<file path="src/rtl/sublime_voice_seq_pkg.sv">
// rtl/sublime_voice_seq_pkg.sv - shared types and default widths for the voice scheduler
package sublime_voice_seq_pkg;

  localparam int VOICE_BITS_DEF = 4;
  localparam int DATA_WIDTH_DEF = 32;

  typedef enum logic [1:0] {
    ST_IDLE  = 2'd0,
    ST_RUN   = 2'd1,
    ST_DRAIN = 2'd2
  } seq_state_t;

endpackage

</file>
<file path="src/rtl/sublime_voice_seq.sv">
// rtl/sublime_voice_seq.sv - per-sample voice scheduler over the voice-state RAM
module sublime_voice_seq
  import sublime_voice_seq_pkg::*;
#(
  parameter int VOICE_BITS = VOICE_BITS_DEF,
  parameter int DATA_WIDTH = DATA_WIDTH_DEF
) (
  input  logic                  clk,
  input  logic                  rst_n,
  input  logic                  sample_tick,
  output logic [VOICE_BITS-1:0] ram_raddr,
  input  logic [DATA_WIDTH-1:0] ram_dout,
  output logic                  ram_we,
  output logic [VOICE_BITS-1:0] ram_waddr,
  output logic [DATA_WIDTH-1:0] ram_din,
  output logic                  vs_valid,
  input  logic                  vs_ready,
  output logic [VOICE_BITS-1:0] vs_voice,
  output logic [DATA_WIDTH-1:0] vs_state,
  input  logic                  wb_valid,
  input  logic [DATA_WIDTH-1:0] wb_state,
  input  logic                  host_req,
  input  logic [VOICE_BITS-1:0] host_addr,
  input  logic [DATA_WIDTH-1:0] host_data,
  output logic                  host_ack,
  output logic                  busy,
  output logic                  overrun
);

  localparam logic [VOICE_BITS:0] NUM_V  = {1'b1, {VOICE_BITS{1'b0}}};
  localparam logic [VOICE_BITS:0] LAST_V = NUM_V - 1'b1;

  seq_state_t            state, state_n;
  logic [VOICE_BITS:0]   rd_ptr, rd_ptr_n;
  logic [VOICE_BITS:0]   wb_cnt, wb_cnt_n;
  logic                  pend, pend_n;
  logic [VOICE_BITS-1:0] pend_voice, pend_voice_n;
  logic                  stall;
  logic                  wb_take;

  always_ff @(posedge clk or negedge rst_n) begin
    if (!rst_n) begin
      state      <= ST_IDLE;
      rd_ptr     <= '0;
      wb_cnt     <= '0;
      pend       <= 1'b0;
      pend_voice <= '0;
    end else begin
      state      <= state_n;
      rd_ptr     <= rd_ptr_n;
      wb_cnt     <= wb_cnt_n;
      pend       <= pend_n;
      pend_voice <= pend_voice_n;
    end
  end

  assign stall   = pend && !vs_ready;
  assign wb_take = wb_valid && (state != ST_IDLE);

  always_comb begin
    state_n      = state;
    rd_ptr_n     = rd_ptr;
    wb_cnt_n     = wb_cnt;
    pend_n       = pend;
    pend_voice_n = pend_voice;
    ram_raddr    = '0;
    ram_we       = 1'b0;
    ram_waddr    = '0;
    ram_din      = '0;
    host_ack     = 1'b0;

    case (state)
      ST_IDLE: begin
        if (sample_tick) begin
          rd_ptr_n = '0;
          wb_cnt_n = '0;
          pend_n   = 1'b0;
          state_n  = ST_RUN;
        end else if (host_req) begin
          ram_we    = 1'b1;
          ram_waddr = host_addr;
          ram_din   = host_data;
          host_ack  = 1'b1;
        end
      end
      ST_RUN: begin
        // Re-reading the presented voice keeps ram_dout (and so vs_state) stable while stalled.
        if (stall) begin
          ram_raddr = pend_voice;
        end else begin
          ram_raddr    = rd_ptr[VOICE_BITS-1:0];
          pend_n       = 1'b1;
          pend_voice_n = rd_ptr[VOICE_BITS-1:0];
          rd_ptr_n     = rd_ptr + 1'b1;
          if (rd_ptr == LAST_V) state_n = ST_DRAIN;
        end
      end
      ST_DRAIN: begin
        ram_raddr = pend_voice;
        if (!stall) pend_n = 1'b0;
      end
      default: state_n = ST_IDLE;
    endcase

    // Writebacks arrive in voice order, so the running count is the target address.
    if (wb_take) begin
      ram_we    = 1'b1;
      ram_waddr = wb_cnt[VOICE_BITS-1:0];
      ram_din   = wb_state;
      wb_cnt_n  = wb_cnt + 1'b1;
    end

    if ((state == ST_DRAIN) && (wb_cnt_n == NUM_V)) begin
      state_n = ST_IDLE;
      pend_n  = 1'b0;
    end
  end

  assign vs_valid = pend;
  assign vs_voice = pend_voice;
  assign vs_state = ram_dout;
  assign busy     = (state != ST_IDLE);
  assign overrun  = sample_tick && (state != ST_IDLE);

endmodule

</file>
<file path="config.mk">
export PLATFORM = sky130hd
export DESIGN_NAME = sublime_voice_seq
export DESIGN_NICKNAME = d
export VERILOG_FILES = /design/src/rtl/sublime_voice_seq_pkg.sv /design/src/rtl/sublime_voice_seq.sv
export SDC_FILE = /design/constraint.sdc
export NUM_CORES = 1
export LEC_CHECK = 0
export ABC_CLOCK_PERIOD_IN_PS = 2600
export BUFFER_PORTS_ARGS = -buffer_cell sky130_fd_sc_hd__buf_2
export CAP_MARGIN = 25
export CORE_MARGIN = 5
export CORE_UTILIZATION = 36
export CTS_BUF_LIST = sky130_fd_sc_hd__clkbuf_8
export DETAILED_ROUTE_END_ITERATION = 10
export HOLD_SLACK_MARGIN = 0.06
export PLACE_DENSITY = 0.82
export SLEW_MARGIN = 30
export SYNTH_ARGS = -nofsm -noshare
export SYNTH_HDL_FRONTEND = slang
export SYNTH_SLANG_ARGS = --single-unit
</file>
<file path="constraint.sdc">
create_clock -name clk -period 2.6 [get_ports clk]
set_input_delay 0.26 -clock clk [delete_from_list [all_inputs] [get_ports clk]]
set_output_delay 0.26 -clock clk [all_outputs]
set_load 0.02 [all_outputs]
</file>
==> summary.md <==
| Metric | Value |
|---|---|
| Status | complete, no violations |
| Clock Power Share | 10.1% |
| Die area | 6476 sq um |
| Overflow after GRT | 0 |
| Pint | 0.001002 W |
| Min-Delay Path Class | in2reg |
| Worst-skew pair later-pin latency | 0.26 ns |
| Max cap viols | 0 |
| Share of cells above drive strength 1 | 45.92% |
| Post-route cell area | 2263 sq um |
| Drt pass-1 iters | 4 |
| # DRC | 0 |
| Slew HR | 59.94% |
| Final setup violation count | 0 |
| Reg2reg start | state[0] |
| Worst EP arrival | 2.52 ns |
| Hold depth | 3 |
| Fin. Hold Viols | 0 |
| Initial antenna violation count | 0 |
| CP max FO | 11 |
| Final WL | 6.185 mm |
| Part of the cycle the worst path needs | 91.54% |
| GR Layer Usage met3 | 3.475% |
| Via count | 1941 |
| Clock Path Buffers | 2 |
| #FFs+latches synth | 17 |
| I/O pins | 187 |
| Post-CTS sizing | 0 |
| Minimum hold slack | 0.4228 ns |
| Switch share | 50.50% |
| Final Max Slew Viols | 0 |
| Cell row count | 25 |
| Worst Hold Launch | wb_valid |
| Layout Nets | 409 |
| Maximum VDD drop | 0.0003280 V |
| Initial Utilization | 37.36% |
| Flop2flop setup slack | 0.22 ns |
| Gr busiest metal | met2 |
| Vias in the first global route | 1770 |
| Wirelength per Cell | 17.13 um |
| Worst-path clk slew | 0.07 ns |
| Setup TNS | 0 ns |
| Met2 GRT Util | 30.55% |
| Syn. warnings | 0 |
| Drt initial violations | 105 |
| Area after DPL | 2207 sq um |
| Mapped Cells | 209 |
| Post-DP HPWL | 5.110 mm |
| P_leak | 1.272 nW |
| Worst r2r dst | state[1] |
| RSZ-0062 raised after global routing | false |
| Gr usage total | 17.77% |
| Sink Count | 17 |
| H-tree levels | 1 |
| Register area share after synthesis | 23.79% |
| Port Buffer Count | 122 |
| Synthesis-to-layout area growth | 26.59% |
| Largest net degree at the start of global routing | 37 |
| Crit path kind | reg2reg |
| Syn avg cell area | 8.555 sq um |
| Logic pwr share | 67.6% |
| Slack of the critical path | 0.2199 ns |
| Gp weighted congestion | 0.8347 |
| Met1 Use GR | 21.16% |
| Minimum clock period | 2.380 ns |
| Nature of the critical path endpoint | flip-flop |
| Clock skew | 0.005550 ns |
| Sequential share of power | 22.3% |
| Critical Path Source Type | flip-flop |
| Die width | 80.48 um |
| Max Clock Freq | 420.2 MHz |
| NetSw | 0.001022 W |
| Post-DRT Antenna Nets | 0 |
| CTS tree | done |
| Diodes inserted | 0 |
| Root buf cell | clkbuf_8 |
| Critical Path RT | 2.74 ns |
| Synth cell types | 42 |
| Mapped Area | 1788 sq um |
| First-pass GRT wire length | 9.045 mm |
| TritonCTS Buffers | 3 |
| Core box area | 4786 sq um |
| Worst R2R Path Depth | 7 |
| Syn Nets | 323 |
| End of the worst hold path | wb_cnt[2] |
| Vias/cell | 5.377 |
| Die Y | 80.48 um |
| Cell Pwr Density | 894.0 nW/um^2 |
| Least-Margin Pin Slew | 0.6009 ns |
| Pre-CTS WS | 0.2586 ns |
## stage by stage
| stage | utilization, % | std cells | power (W) |
|---|---|---|---|
| final | 47.29 | 361 | 0.002023 |
| after global routing | 47.29 | 361 | 0.002183 |
| after CTS | 47.29 | 361 | 0.002031 |
| after detailed placement | 46.12 | 356 | 0.001822 |
| after global placement | 46.12 | 356 | 0.001788 |
| after floorplan | - | 209 | 0.001464 |
## sequential cells by signal, summed over array words and instances, names as in the netlist
signal    cells
rd_ptr        5
vs_voice      4
state         2
wb_cnt        5
vs_valid      1
## Yosys cell counts (all sizes together)
master  instances  share of area, %
nand2b          2              0.70
a21o            2              0.84
dfrtp          17                24
nor2b           9               3.1
nor2            6               1.3
a22o           40                20
and4b           1              0.56
or4             1              0.42
a21boi          1              0.42
nand2          24               5.0
or3             1              0.63
nand3b          2               1.0
nor4bb          1              0.56
a211o           1              0.49
a221oi          1              0.49
a21oi           1              0.28
ha              8               5.6
clkbuf          6               1.3
nand3           4               1.1
a22oi           4               1.7
mux2i           3               1.7
a41oi           2              0.98
o31ai           1              0.42
and3b           2              0.98
o21ai          10               2.8
o21bai          1              0.42
a31oi           1              0.35
inv             5               1.0
and2            1              0.35
a211oi          2               1.1
mux2            6               3.8
o211ai          1              0.42
nor3b           1              0.42
buf            40                16
and3            1              0.35
## repair_timing
item / 4_1_cts / 5_1_grt
hold buffers: 1 / 0
setup buffers: 0 / 0
endpoints found under the hold margin: 17 / 0
setup endpoints to repair: 0 / 0
## cells in the final DEF, fill, tap and decap left out, drive strengths merged, types with 3 or more instances in the layout
cell    count
a22oi       4
inv         5
nor2b       9
nor2        6
nand3       4
mux2        6
buf       126
clkbuf      3
nand2      24
dfrtp      17
mux2i       3
a22o       40
ha          8
o21ai      10
## cell type report
type / instances / area (sq um)
fillers: 491 / 2522
multi-input cells: 141 / 1039
repair buffers: 127 / 650.6
flip-flops and latches: 17 / 425.4
well taps: 67 / 83.83
clock buffers: 3 / 41.29
inverters: 5 / 18.77
clock inverters: 1 / 5.005
## cell families (layout without fill, tap and decap cells)
group | count (synthesis) | in the layout | synth area share (%)
AND/OR/NAND/NOR | 56 | 56 | 16.59
flip-flops | 17 | 17 | 23.79
multiplexers | 9 | 9 | 5.458
AO/OA/AOI/OAI | 68 | 68 | 30.30
adder cells (fa/ha/maj) | 8 | 8 | 5.599
buffers and inverters | 51 | 136 | 18.26
## metal layers
metal,up-vias,part of all wire [%]
met2,100,51
met3,17,8.3
met1,913,38
met4,0,3.2
li1,911,-
met5,-,0
## power groups by stage
| stage | Sequential [W] | Combinational [W] | Clock (W) |
|---|---|---|---|
| global placement | 0.000444 | 0.00134 | 0 |
| finish | 0.000451 | 0.00137 | 0.000205 |
| floorplan | 0.000457 | 0.00101 | 0 |
| global route | 0.000466 | 0.00149 | 0.000224 |
| detailed placement | 0.000453 | 0.00137 | 0 |
| CTS | 0.000449 | 0.00137 | 0.000209 |
## critical path, stage by stage, from the launching register on
cell	delay, ns
dfrtp_1	0.39
inv_1	0.09
ha_1	0.32
nand3b_2	0.26
or3_4	0.38
a211oi_2	0.30
a31oi_1	0.17
mux2_1	0.34
## worst max-delay path by stage
stage | from | endpoint | slack (ns) | cells past startpoint
after floorplan | state[0] | ram_waddr[3] | 0.52 | 9
after global placement | state[0] | state[1] | 0.35 | 7
after detailed placement | state[0] | state[1] | 0.26 | 7
after CTS | state[0] | state[1] | 0.20 | 7
after global routing | state[0] | state[1] | 0.02 | 7
final | state[0] | state[1] | 0.22 | 7
Power figures use the tool's default switching activity.
